==> config.mk <==
export PLATFORM = sky130hd
export DESIGN_NAME = neopixel_controller
export DESIGN_NICKNAME = d
export VERILOG_FILES = /design/src/rtl/neopixel_pkg.sv /design/src/rtl/neo_bit_encoder.sv /design/src/rtl/neopixel_controller.sv
export SDC_FILE = /design/constraint.sdc
export NUM_CORES = 1
export LEC_CHECK = 0
export CORE_MARGIN = 2
export CORE_UTILIZATION = 60
export CTS_BUF_LIST = sky130_fd_sc_hd__clkbuf_4 sky130_fd_sc_hd__clkbuf_8 sky130_fd_sc_hd__clkbuf_16
export DETAILED_ROUTE_END_ITERATION = 8
export GPL_TIMING_DRIVEN = 0
export PLACE_DENSITY = 0.83
export REMOVE_ABC_BUFFERS = 1
export SYNTH_ARGS = -nofsm -noshare
export SYNTH_HDL_FRONTEND = slang
export SYNTH_SLANG_ARGS = --single-unit
==> constraint.sdc <==
create_clock -name clock -period 3.7 [get_ports clock]
set_clock_uncertainty 0.15 [all_clocks]
set_input_delay 0.925 -clock clock [delete_from_list [all_inputs] [get_ports clock]]
set_output_delay 0.925 -clock clock [all_outputs]
set_load 0.005 [all_outputs]
==> src/rtl/neopixel_pkg.sv <==
`default_nettype none
// ============================================================================
// Module   : neopixel_pkg
// Purpose  : Shared types, default timing constants and the transmit-slot to
//            colour mapping for the NeoPixel controller.
// Revision : 1.0 - initial release
// ============================================================================
package neopixel_pkg;

  // Frame geometry and WS2812 timing at 50 MHz
  localparam int NUM_PIXELS_DEF     = 5;
  localparam int BIT_CYCLES_DEF     = 63;    // 1.25 us per bit
  localparam int T0H_CYCLES_DEF     = 18;    // high time of a 0 bit
  localparam int T1H_CYCLES_DEF     = 35;    // high time of a 1 bit
  localparam int WAIT_CYCLES_DEF    = 2500;  // 50 us latch gap
  localparam int BITS_PER_PIXEL     = 24;
  localparam int COLORS_PER_PIXEL   = 3;

  typedef enum logic [1:0] {
    RED   = 2'd0,
    GREEN = 2'd1,
    BLUE  = 2'd2,
    RSVD  = 2'd3
  } color_t;

  typedef enum logic [1:0] {
    IDLE = 2'd0,
    SEND = 2'd1,
    WAIT = 2'd2
  } ctrl_state_t;

  // WS2812 parts expect green first, then red, then blue
  function automatic color_t tx_slot_color(input logic [1:0] slot);
    case (slot)
      2'd0:    tx_slot_color = GREEN;
      2'd1:    tx_slot_color = RED;
      default: tx_slot_color = BLUE;
    endcase
  endfunction

endpackage
`default_nettype wire

==> src/rtl/neo_bit_encoder.sv <==
`default_nettype none
// ============================================================================
// Module   : neo_bit_encoder
// Purpose  : Produces one WS2812 bit waveform per start strobe: high for the
//            T0H/T1H time, low for the remainder of BIT_CYCLES. Owns the
//            bit-phase counter and flags the last cycle of each bit.
// Revision : 1.0 - initial release
// ============================================================================
module neo_bit_encoder
  import neopixel_pkg::*;
#(
  parameter int BIT_CYCLES = BIT_CYCLES_DEF,
  parameter int T0H_CYCLES = T0H_CYCLES_DEF,
  parameter int T1H_CYCLES = T1H_CYCLES_DEF
) (
  input  logic clock,
  input  logic reset,
  input  logic start,
  input  logic bit_value,
  output logic data,
  output logic bit_done
);

  localparam int                c_PH_W    = $clog2(BIT_CYCLES);
  localparam logic [c_PH_W-1:0] c_PH_LAST = c_PH_W'(BIT_CYCLES - 1);

  logic [c_PH_W-1:0] r_phase;
  logic              r_active;
  logic              r_data;
  logic [31:0]       w_high_cycles;
  logic [31:0]       w_next_phase;

  // bit_value is stable for the whole bit, so the high time can follow it live
  assign w_high_cycles = bit_value ? 32'(T1H_CYCLES) : 32'(T0H_CYCLES);
  assign w_next_phase  = 32'(r_phase) + 32'd1;
  assign bit_done      = r_active && (r_phase == c_PH_LAST);
  assign data          = r_data;

  // Phase counter and registered line level; a start always opens with a high cycle
  always_ff @(posedge clock) begin
    if (!reset) begin
      r_phase  <= '0;
      r_active <= 1'b0;
      r_data   <= 1'b0;
    end else if (start) begin
      r_phase  <= '0;
      r_active <= 1'b1;
      r_data   <= 1'b1;
    end else if (bit_done) begin
      r_phase  <= '0;
      r_active <= 1'b0;
      r_data   <= 1'b0;
    end else if (r_active) begin
      r_phase  <= r_phase + 1'b1;
      r_data   <= (w_next_phase < w_high_cycles);
    end
  end

endmodule
`default_nettype wire

==> src/rtl/neopixel_controller.sv <==
`default_nettype none
// ============================================================================
// Module   : neopixel_controller
// Purpose  : Frame store (NUM_PIXELS x GRB x 8 bit) loaded by a producer in
//            IDLE, then serialised MSB first, pixel 0 first, onto neo_data,
//            followed by the latch wait.
// Options  : NEO_GLOBAL_DIM_EN - adds dim_shift[2:0]; every transmitted byte
//            is level >> dim_shift, captured when send_it is accepted.
// Revision : 1.0 - initial release
// ============================================================================
module neopixel_controller
  import neopixel_pkg::*;
#(
  parameter int NUM_PIXELS  = NUM_PIXELS_DEF,
  parameter int BIT_CYCLES  = BIT_CYCLES_DEF,
  parameter int T0H_CYCLES  = T0H_CYCLES_DEF,
  parameter int T1H_CYCLES  = T1H_CYCLES_DEF,
  parameter int WAIT_CYCLES = WAIT_CYCLES_DEF
) (
  input  logic       clock,
  input  logic       reset,
  input  logic       load_color,
  input  logic [2:0] pixel_index,
  input  logic [1:0] color_index,
  input  logic [7:0] color_level,
  input  logic       send_it,
`ifdef NEO_GLOBAL_DIM_EN
  input  logic [2:0] dim_shift,
`endif
  output logic       neo_data,
  output logic       ready_to_load,
  output logic       ready_to_send,
  output logic       begin_send,
  output logic       done_send,
  output logic       done_wait
);

  localparam int c_TOTAL_BITS = BITS_PER_PIXEL * NUM_PIXELS;
  localparam int c_BC_W       = $clog2(c_TOTAL_BITS);
  localparam int c_WT_W       = $clog2(WAIT_CYCLES);
  localparam int c_PIX_W      = $clog2(NUM_PIXELS);

  localparam logic [c_BC_W-1:0] c_BIT_LAST  = c_BC_W'(c_TOTAL_BITS - 1);
  localparam logic [c_BC_W-1:0] c_BPP       = c_BC_W'(BITS_PER_PIXEL);
  localparam logic [c_BC_W-1:0] c_BPB       = c_BC_W'(8);
  localparam logic [c_WT_W-1:0] c_WAIT_LAST = c_WT_W'(WAIT_CYCLES - 1);

  localparam logic [1:0] c_ST_IDLE = IDLE;
  localparam logic [1:0] c_ST_SEND = SEND;
  localparam logic [1:0] c_ST_WAIT = WAIT;

  logic [7:0]        r_store [NUM_PIXELS][COLORS_PER_PIXEL];
  logic [1:0]        r_state;
  logic [c_BC_W-1:0] r_bit_cnt;
  logic [c_WT_W-1:0] r_wait_cnt;
  logic              r_begin_send;
  logic              r_done_send;
  logic [2:0]        r_dim;

  logic              w_idle;
  logic              w_wr_ok;
  logic              w_start_frame;
  logic              w_enc_start;
  logic              w_enc_done;
  logic              w_enc_data;
  logic [c_PIX_W-1:0] w_pix;
  logic [1:0]        w_slot;
  logic [1:0]        w_color;
  logic [7:0]        w_byte;
  logic              w_bit_value;

  assign w_idle        = (r_state == c_ST_IDLE);
  assign w_wr_ok       = load_color && (32'(pixel_index) < 32'(NUM_PIXELS)) &&
                         (color_index != 2'(RSVD));
  assign w_start_frame = w_idle && send_it;
  // Reload the encoder at every bit boundary except after the final bit
  assign w_enc_start   = w_start_frame ||
                         ((r_state == c_ST_SEND) && w_enc_done && (r_bit_cnt != c_BIT_LAST));

  // Current bit: pixel = n/24, colour slot = (n%24)/8, MSB first within the byte
  assign w_pix       = c_PIX_W'(r_bit_cnt / c_BPP);
  assign w_slot      = 2'((r_bit_cnt % c_BPP) / c_BPB);
  assign w_color     = tx_slot_color(w_slot);
  assign w_byte      = r_store[w_pix][w_color] >> r_dim;
  assign w_bit_value = w_byte[~r_bit_cnt[2:0]];

  assign neo_data      = w_enc_data;
  assign ready_to_load = w_idle;
  assign ready_to_send = w_idle;
  assign begin_send    = r_begin_send;
  assign done_send     = r_done_send;
  assign done_wait     = (r_state == c_ST_WAIT) && (r_wait_cnt == c_WAIT_LAST);

  // Frame store: written only in IDLE, so the transmitter reads it without a snapshot
  always_ff @(posedge clock) begin
    if (!reset) begin
      for (int p = 0; p < NUM_PIXELS; p++) begin
        for (int c = 0; c < COLORS_PER_PIXEL; c++) begin
          r_store[p][c] <= 8'h00;
        end
      end
    end else if (w_idle && w_wr_ok) begin
      r_store[pixel_index[c_PIX_W-1:0]][color_index] <= color_level;
    end
  end

  // Global dim amount, frozen for the frame at the send_it cycle
`ifdef NEO_GLOBAL_DIM_EN
  always_ff @(posedge clock) begin
    if (!reset) begin
      r_dim <= 3'd0;
    end else if (w_start_frame) begin
      r_dim <= dim_shift;
    end
  end
`else
  assign r_dim = 3'd0;
`endif

  // Frame sequencer: IDLE -> SEND (120 bits) -> WAIT (latch gap) -> IDLE
  always_ff @(posedge clock) begin
    if (!reset) begin
      r_state      <= c_ST_IDLE;
      r_bit_cnt    <= '0;
      r_wait_cnt   <= '0;
      r_begin_send <= 1'b0;
      r_done_send  <= 1'b0;
    end else begin
      r_begin_send <= 1'b0;
      r_done_send  <= 1'b0;
      case (r_state)
        c_ST_IDLE: begin
          if (send_it) begin
            r_state      <= c_ST_SEND;
            r_bit_cnt    <= '0;
            r_begin_send <= 1'b1;
          end
        end
        c_ST_SEND: begin
          if (w_enc_done) begin
            if (r_bit_cnt == c_BIT_LAST) begin
              r_state     <= c_ST_WAIT;
              r_wait_cnt  <= '0;
              r_done_send <= 1'b1;
            end else begin
              r_bit_cnt <= r_bit_cnt + 1'b1;
            end
          end
        end
        c_ST_WAIT: begin
          if (r_wait_cnt == c_WAIT_LAST) begin
            r_state    <= c_ST_IDLE;
            r_wait_cnt <= '0;
          end else begin
            r_wait_cnt <= r_wait_cnt + 1'b1;
          end
        end
        default: begin
          r_state <= c_ST_IDLE;
        end
      endcase
    end
  end

  neo_bit_encoder #(
    .BIT_CYCLES (BIT_CYCLES),
    .T0H_CYCLES (T0H_CYCLES),
    .T1H_CYCLES (T1H_CYCLES)
  ) u_encoder (
    .clock     (clock),
    .reset     (reset),
    .start     (w_enc_start),
    .bit_value (w_bit_value),
    .data      (w_enc_data),
    .bit_done  (w_enc_done)
  );

endmodule
`default_nettype wire

**Word-level counts from Yosys, hierarchy flattened**

Memory sizes are Yosys's and may differ from the RTL's.
Index checks and enable logic that the tools add are counted.

- Magnitude comparators: 6
- Muxes and demuxes: 36
- Reductions and logical operators: 23
- Eq/ne operators: 13
- Add/sub/neg operators: 4
- Divide/modulo/power cells: 2
- Bitwise operators: 4

Operator list:

| kind | count |
|---|---|
| $mux 24 | 3 |
| $mux 12 | 3 |
| $lt 32x32->1 | 1 |
| $mux 8 | 3 |
| $pmux 12 s2 | 1 |
| $reduce_or 24->1 | 1 |
| $mux 7 | 3 |
| $bmux 8 s2 | 1 |
| $demux 8 s2 | 1 |
| $pmux 7 s2 | 1 |
| $add 12x1->12 const B | 1 |
| $eq 12x12->1 const B | 1 |
| $mux 1 | 11 |
| $logic_and 1x1->1 | 9 |
| $mux 2 | 4 |
| $ne 2x2->1 const B | 4 |
| $reduce_and 4->1 | 2 |
| $add 6x1->7 const B | 1 |
| $add 7x1->7 const B | 1 |
| $div 7x5->7 const B | 1 |
| $eq 7x7->1 const B | 1 |
| $mod 7x5->7 const B | 1 |
| $ne 7x7->1 const B | 1 |
| $add 6x1->6 const B | 1 |
| 23 further kinds | 31 |

- Bits in registers: 31
- Bits of input ports: 17
- Memory bits (writable): 120
- Memories: 1
- Word-level logic and storage cells: 97

Memories:

| name | words | bits a word | rd ports | clocked after memory_dff | wr ports | RTL line | source |
|---|---|---|---|---|---|---|---|
| r_store | 5 | 24 | 1 | 0 | 5 | neopixel_controller.sv:52 | `logic [7:0] r_store [NUM_PIXELS][COLORS_PER_PIXEL];` |

**Depth between registers and ports, before layout**

Gate-level depths: netlist (run 1).

- Word-level depth: 14
- Gate-level depth with buffers: 15
- Gate-level depth less buffers: 12

**Modules after synthesis**

From an unflattened synthesis (run 1), not the netlist that was laid out.

- Cells, all modules: 776
- Area, all modules: 8441.8 um^2

Modules (own cells, without submodules):

| module | cells an instance | area each (um^2) | instances |
|---|---|---|---|
| neopixel_controller | 715 | 7911.3 | 1 |
| neo_bit_encoder | 61 | 530.5 | 1 |

**Worst setup path after synthesis (run 1)**

Ideal clock, no wire load.

- Path type: input to register
- From: input pixel_index[1]
- To: memory r_store[1][16] in the netlist's numbering, enable pin
- Required time: 3.221 ns
- Stages on the path: 8
- Setup slack: 0.663 ns
- Arrival time: 2.558 ns
- Setup time: 0.329 ns
- Path through: clkbuf_1 -> o21ai_0 -> nand4_1 -> a21oi_1 -> nand2b_1 -> nor3b_1 -> nand2_1 -> nand2_1

RTL lines:

| what | RTL line | source |
|---|---|---|
| start: declaration | neopixel_controller.sv:23 | `input logic [2:0] pixel_index,` |
| end: declaration | neopixel_controller.sv:52 |  |

**Worst setup path in the final report (run 1)**

- From: register r_bit_cnt[6]
- To: register u_encoder.r_data (netlist: u_encoder.data)

- Longest elaborated chain between the ends: 14
- Elaborated cells on any way between the ends: 21

RTL lines:

| what | RTL line | source |
|---|---|---|
| start: declaration | neopixel_controller.sv:54 | `logic [c_BC_W-1:0] r_bit_cnt;` |
| start signal: assignment | neopixel_controller.sv:146 | `r_bit_cnt <= r_bit_cnt + 1'b1;` |
| $mod 7x5->7 | neopixel_controller.sv:82 | `assign w_slot = 2'((r_bit_cnt % c_BPP) / c_BPB);` |
| $eq 2x1->1 or $logic_not 2->1 (tied branches) | neopixel_pkg.sv:34 | `case (slot)` |
| $pmux 2 s2 | neopixel_pkg.sv:34 |  |
| $not 2->3 (not written as such) | neopixel_controller.sv:84 | `assign w_byte = r_store[w_pix][w_color] >> r_dim;` |
| $bmux 8 s2 | neopixel_controller.sv:84 |  |
| $mux 8 (not written as such) (2 in series) | neopixel_controller.sv:84 |  |
| $bmux 1 s3 | neopixel_controller.sv:85 | `assign w_bit_value = w_byte[~r_bit_cnt[2:0]];` |
| $mux 1 (not written as such) | neopixel_controller.sv:85 |  |
| $mux 6 | neo_bit_encoder.sv:34 | `assign w_high_cycles = bit_value ? 32'(T1H_CYCLES) : 32'(T0H_CYCLES);` |
| $lt 32x32->1 | neo_bit_encoder.sv:55 | `r_data <= (w_next_phase < w_high_cycles);` |
| $mux 1 | neo_bit_encoder.sv:53 | `end else if (r_active) begin` |
| $mux 1 | neo_bit_encoder.sv:49 | `end else if (bit_done) begin` |
| $mux 1 | neo_bit_encoder.sv:45 | `end else if (start) begin` |
| end signal: assignment | neo_bit_encoder.sv:55 |  |
| end: declaration | neo_bit_encoder.sv:29 | `logic r_data;` |

Parallel ways exist; a longest one is shown, timed or not. The select of a mux whose other input is x is not followed.
A chain may end at the register's enable or synchronous reset.

==> flow_summary.yaml, run 1 <==
sta:
  slew_violations: 0
  min_period_over_period_pct: 97.6
  max_slew_margin_pct: 14.9
  worstMarginPinSlew_ns: 1.28
  finalCriticalPeriod_ns: 3.61
  fin_tns_setup_ns: 0
  hold_slack_ns: 0.400
  fmax_ghz: 0.277
  setup_viol: 0
  fin_ws_ns: 0.0888
  final-hold-violation-count: 0
  rsz0062_at_grt: "false"
pwr:
  power_leakage_nw: 3.22
  p_total_mw: 4.09
  peakVddDrop_mv: 0.354
  p_per_area_nw_per_um2: 431
layout:
  final_cell_mix: "nor2_1 (153), edfxtp_1 (135), nand2_1 (81), a21oi_1 (36), o21ai_0 (35)"
  area_growth_pct: 14.4
  fillerInstances: 921
  layout_commonest_cell: "nor2_1"
  final_nets: 866
  final_cells: 1030
  utilization_pct: 70.9
  num_antenna_cells: 0
  fin_area_um2: 9500
  drive_gt1_share_pct: 10.9
detailed_routing:
  wl_per_cell_um: 24.0
  postRouteAntennaNets: 0
  drtPass1Iterations: 6
  viasPerCell: 6.84
  drt_iter0_drc: 1329
  remaining_drc_errors: 0
  wirelength_um: 24700
  num_vias: 7044
worst_hold_path:
  hold_path_end: "r_state[0]"
  hp-class: "register to register"
  hold_depth: 2
  hp-start: "r_state[0]"
setup_path:
  reg2reg_to: "u_encoder.data"
  critical_path_peak_fanout: 26
  worst_r2r_path_depth: 12
  r2r-start: "r_bit_cnt[6]"
  path_class: "register to register"
  rrSetupSlack_ns: 0.09
  crit_path_start_kind: "register"
  cp-end-kind: "register"
  worstPathArrival_ns: 3.83
  crit_required_ns: 3.92
global_routing:
  antenna_found_initial: 0
  grt_overflow: 0
  grt_max_degree: 52
  grt_use_total_pct: 33.6
  grt_pass1_wl_um: 36700
  grt_pass1_vias: 6446
place:
  dp.cells: 980
  dp_hpwl_um: 15100
  place.gp.congestion: 1.01
  placed_area_um2: 8600
  portBuffers: 22
  pre_cts_slack_ns: -1.52
synthesis:
  synth_cell_types: 74
  synth-seq-cells: 166
  yosys_warnings: 0
  syn-cell-area_um2: 8300
  async_flop_share_pct: 0
  synth_edf_count: 135
  netlist_instances: 821
  postSynthAreaPerCell_um2: 10.1
  synth_ff_type: "edfxtp_1"
  ys_seq_area_share_pct: 56.3
clock_tree:
  insertion_delay_ns: 0.44
  ctsHtreeMaxLevel: 4
  clock_path_buffers: 2
  cts-root-buf: "clkbuf_16"
  clkSlewWorstSetupHoldPaths_ns: 0.06
  cts.sinks: 166
  cts_buffers: 17
  cts_tree: "built"
floorplanning:
  die_h_um: 122
  rows: 42
  io_pins: 23
  initial_core_util_pct: 62.0
  die_area_um2: 14800
  fp.dieW_um: 122
  core-area_um2: 13400
run_status:
  status: "completed"
job:
  maxCapViolations: 0
how the worst max path moves through the flow:
stage / from / endpoint / slack, ns / cells past startpoint
after detailed placement: reset / r_store[1][7] / -1.52 / 7
after floorplan: r_bit_cnt[6] / u_encoder.data / -0.62 / 11
after global routing: pixel_index[1] / r_store[3][20] / 0.01 / 6
final: r_bit_cnt[6] / u_encoder.data / 0.09 / 12
after global placement: r_bit_cnt[3] / u_encoder.data / -2.24 / 11
after CTS: r_bit_cnt[4] / u_encoder.data / 0.02 / 12
timing repair:
item,CTS,global route
resized for setup,24,16
pin swaps,0,3
hold endpoints to repair,0,0
hold buffers,0,0
cloned,1,2
endpoints found under the setup margin,256,57
buffers inserted,6,10
final cells by class:
cell class	instances	area (um^2)	share of cell area [%]
clock buffers	19	440	4.64
inverters	23	93.8	0.988
multi-input cells	589	3420	36.0
repair inverters	2	12.5	0.132
clock inverters	12	153	1.61
well taps	176	220	2.32
repair buffers	43	467	4.92
flip-flops and latches	166	4690	49.4
cells in the mapped netlist, types with 13 or more instances:
master | number | area, um^2
nor2_1 | 154 | 578
edfxtp_1 | 135 | 4050
nand2_1 | 85 | 319
a21oi_1 | 38 | 190
o21ai_0 | 35 | 175
dfxtp_1 | 31 | 621
clkbuf_1 | 28 | 105
nand3_1 | 25 | 125
inv_1 | 21 | 78.8
buf_2 | 16 | 80.1
a22oi_1 | 13 | 97.6
o22ai_1 | 13 | 81.3
xor2_1 | 13 | 114
registers in the layout, indices dropped and copies added (netlist names):
| name | cells |
|---|---|
| begin_send | 1 |
| done_send | 1 |
| r_bit_cnt | 7 |
| r_state | 2 |
| r_store | 135 |
| r_wait_cnt | 12 |
| u_encoder.data | 1 |
| u_encoder.r_active | 1 |
| u_encoder.r_phase | 6 |
report_power, final:
| group | leakage, nW | internal, mW | switching [mW] | total [mW] |
|---|---|---|---|---|
| registers | 1.62 | 2.08 | 0.0316 | 2.12 |
| clock network | 0.294 | 1.07 | 0.740 | 1.81 |
| logic | 1.30 | 0.0545 | 0.110 | 0.165 |
metal layers:
metal / wire length [um] / global-route usage [%] / vias to the layer above
met5: 0 / 0 / -
met4: 1080 / 13.6 / 0
met3: 3690 / 10.2 / 99
met2: 11000 / 51.2 / 622
met1: 8960 / 45.2 / 3295
li1: - / - / 3028
kinds of logic after synthesis:
family          share of synthesized area [%]
simple gates                             18.5
compound gates                           15.9
flops                                    56.3
buf+inv                                  4.28
xor+xnor                                 2.52
mux                                      1.34
fa+ha+maj                                1.05
other cells                            0.0452
critical path: stages (launching register included):
cell and delay [ns]:
dfxtp_4 0.52, buf_16 0.22, clkinvlp_2 0.25, a221o_1 0.32, a21oi_1 0.26, o21ai_0 0.21
a211o_1 0.33, a32oi_2 0.31, inv_1 0.08, ha_1 0.22, a2111oi_4 0.38, nand3_1 0.14
o21ai_1 0.13
(Power assumes the default switching activity.)
==> run 2: changes to the inputs <==
--- a/config.mk
+++ b/config.mk
@@ -9,8 +9,8 @@
 export CORE_UTILIZATION = 60
 export CTS_BUF_LIST = sky130_fd_sc_hd__clkbuf_4 sky130_fd_sc_hd__clkbuf_8 sky130_fd_sc_hd__clkbuf_16
 export DETAILED_ROUTE_END_ITERATION = 8
-export GPL_TIMING_DRIVEN = 0
-export PLACE_DENSITY = 0.83
+export DONT_BUFFER_PORTS = 1
+export PLACE_DENSITY = 0.81
 export REMOVE_ABC_BUFFERS = 1
 export SYNTH_ARGS = -nofsm -noshare
 export SYNTH_HDL_FRONTEND = slang
==> run 2 against run 1 <==
  * Largest cell class unchanged
  * Maximum frequency increased by 0.17%
  * Highest routed layer unchanged
  * Critical endpoint unchanged
  * Global-route usage rose by 1.2 points
  * Cell area shrank 3.0%
  * Routed wire length down 0.25%
  * Clock power is 6% lower
  * Die area did not move
  * Critical path depth grew 2
  * Cell count fell by 0.87%
==> flow_summary.yaml, run 2 (synthesis gave the netlist of run 1 again) <==
clock_tree:
  insertion_delay_ns: 0.43
  cts_buffers: 17
  ctsHtreeMaxLevel: 4
  postCtsHoldBufs: 0
  cts-root-buf: "clkbuf_16"
  cts.sinks: 166
  cts_tree: "built"
  clock_path_buffers: 2
  clkSlewWorstSetupHoldPaths_ns: 0.06
layout:
  area_growth_pct: 10.9
  final_cells: 1021
  fin_area_um2: 9210
  regMostFlops: "r_store"
  fillerInstances: 993
  layout_commonest_cell: "nor2_1"
  final_nets: 856
  num_antenna_cells: 0
  final_cell_mix: "nor2_1 (154), edfxtp_1 (135), nand2_1 (85), a21oi_1 (38), o21ai_0 (35)"
  drive_gt1_share_pct: 10.9
  reg_top3: "r_store x135, r_wait_cnt x12, r_bit_cnt x7"
  largest_reg_flops: 135
  utilization_pct: 68.7
detailed_routing:
  remaining_drc_errors: 0
  viasPerCell: 6.62
  wl_per_cell_um: 24.2
  wirelength_um: 24700
  drt_iter0_drc: 811
  drtPass1Iterations: 7
  postRouteAntennaNets: 0
  num_vias: 6764
pwr:
  p_comb_share_pct: 3.3
  swShare_pct: 22.8
  power_leakage_nw: 3.17
  seq_power_share_pct: 53.7
  p_total_mw: 3.97
  switchingPower_mw: 0.904
  peakVddDrop_mv: 0.316
  p_per_area_nw_per_um2: 431
  internal-power_mw: 3.06
  clkPwrFrac_pct: 43.1
global_routing:
  grt_pass1_vias: 6195
  antenna_found_initial: 0
  grt_use_total_pct: 34.7
  grt_use_met2_pct: 49.5
  grt_max_degree: 66
  top_usage_layer: "met2"
  grt_overflow: 0
  use_met1_pct: 49.4
  grt_pass1_wl_um: 36900
  met3_usage_pct: 11.4
place:
  dp.cells: 989
  placed_area_um2: 8600
  pre_cts_slack_ns: -0.126
  dp_hpwl_um: 17000
  place.gp.congestion: 1.02
  portBuffers: 0
sta:
  fmax_ghz: 0.277
  final-hold-violation-count: 0
  finalCriticalPeriod_ns: 3.61
  slew_violations: 0
  max_slew_margin_pct: 41.4
  worstMarginPinSlew_ns: 0.876
  setup_viol: 0
  fin_ws_ns: 0.0949
  min_period_over_period_pct: 97.4
setup_path:
  critical_path_peak_fanout: 22
  worst_r2r_path_depth: 14
  crit_top_cell: "buf_4"
  path_cells: "buf_4, and2_1, buf_4, a221o_1, a32oi_1, a211oi_1, nor4_2, o221ai_1, a32oi_2, inv_1, ha_1, a2111oi_2, nand3_1, o21ai_1"
  worstPathArrival_ns: 3.82
  reg2reg_to: "u_encoder.data"
  crit_required_ns: 3.92
  rrSetupSlack_ns: 0.09
  path_class: "register to register"
  r2r-start: "r_bit_cnt[4]"
  slowest_stage: "a2111oi_2"
  cp-end-kind: "register"
  crit_path_start_kind: "register"
  cpPeakStageDelay_ns: 0.43
worst_hold_path:
  hp-class: "register to register"
  hold_path_end: "r_wait_cnt[6]"
  hold_depth: 2
  hp-start: "r_wait_cnt[6]"
floorplanning:
  die_area_um2: 14800
  initial_core_util_pct: 62.0
  io_pins: 23
  fp.dieW_um: 122
  core-area_um2: 13400
  rows: 42
  die_h_um: 122
job:
  maxCapViolations: 0
run_status:
  status: "completed"
## run 2: cell count changes in the layout (fill, tap and decap cells not counted), sizes merged
| cell | delta |
|---|---|
| inv | +5 |
| buf | +14 |
| clkbuf | -2 |
| clkinvlp | -3 |
| bufinv | -2 |
| clkdlybuf4s50 | -21 |
## run 2: area by class of cell
class                      instances  area (um^2)  share of cell area, %
clock buffer                      18          433                   4.70
inverter                          23         86.3                  0.938
timing repair buffer              35          292                   3.17
tap                              176          220                   2.39
multi-input combinational        589         3370                   36.6
clock inverter                    14          126                   1.37
sequential                       166         4680                   50.8
## run 2: layer usage
metal | vias up | share of wire, %
met3 | 67 | 13
met2 | 484 | 44
met5 | - | 0
met1 | 3200 | 40
li1 | 3013 | -
met4 | 0 | 3.3
## run 2: critical path: cells and delay by family, from the launching register on
kind                       cells  cell delay [ns]
adders and majority gates      1             0.20
buffers and inverters          3             0.52
AOI/OAI and AO/OA              7             1.72
DFF                            1             0.34
and+or+nand+nor                3             0.58
## run 2: how the worst max path moves through the flow
stage | startpoint | end | slack (ns) | cells past startpoint
after global placement | r_bit_cnt[3] | u_encoder.data | -0.28 | 13
after CTS | r_bit_cnt[4] | u_encoder.data | 0.03 | 13
final | r_bit_cnt[4] | u_encoder.data | 0.09 | 14
after global routing | r_bit_cnt[4] | u_encoder.data | -0.04 | 13
after floorplan | r_bit_cnt[6] | u_encoder.data | -0.62 | 11
after detailed placement | r_bit_cnt[3] | u_encoder.data | -0.13 | 14
## run 2: power groups by stage
stage | Clock (mW) | Sequential [mW] | Combinational [mW]
after floorplan | 0 | 2.15 | 0.0828
after global placement | 0 | 2.17 | 0.120
after detailed placement | 0 | 2.17 | 0.124
after CTS | 1.71 | 2.13 | 0.125
after global routing | 1.78 | 2.13 | 0.141
final | 1.71 | 2.13 | 0.129
## run 2: metrics by stage
stage               TNS [ns]  hold slack (ns)
finish                     0            0.395
global route         -0.0353            0.425
CTS                        0            0.390
detailed placement    -0.126            0.372
global placement      -0.281            0.344
floorplan             -0.617            0.322
## run 2: repair_timing
item,4_1_cts,5_1_grt
cloned,0,0
pin swaps,0,1
setup endpoints to repair,1,1
resized for setup,4,9
setup buffers,0,0
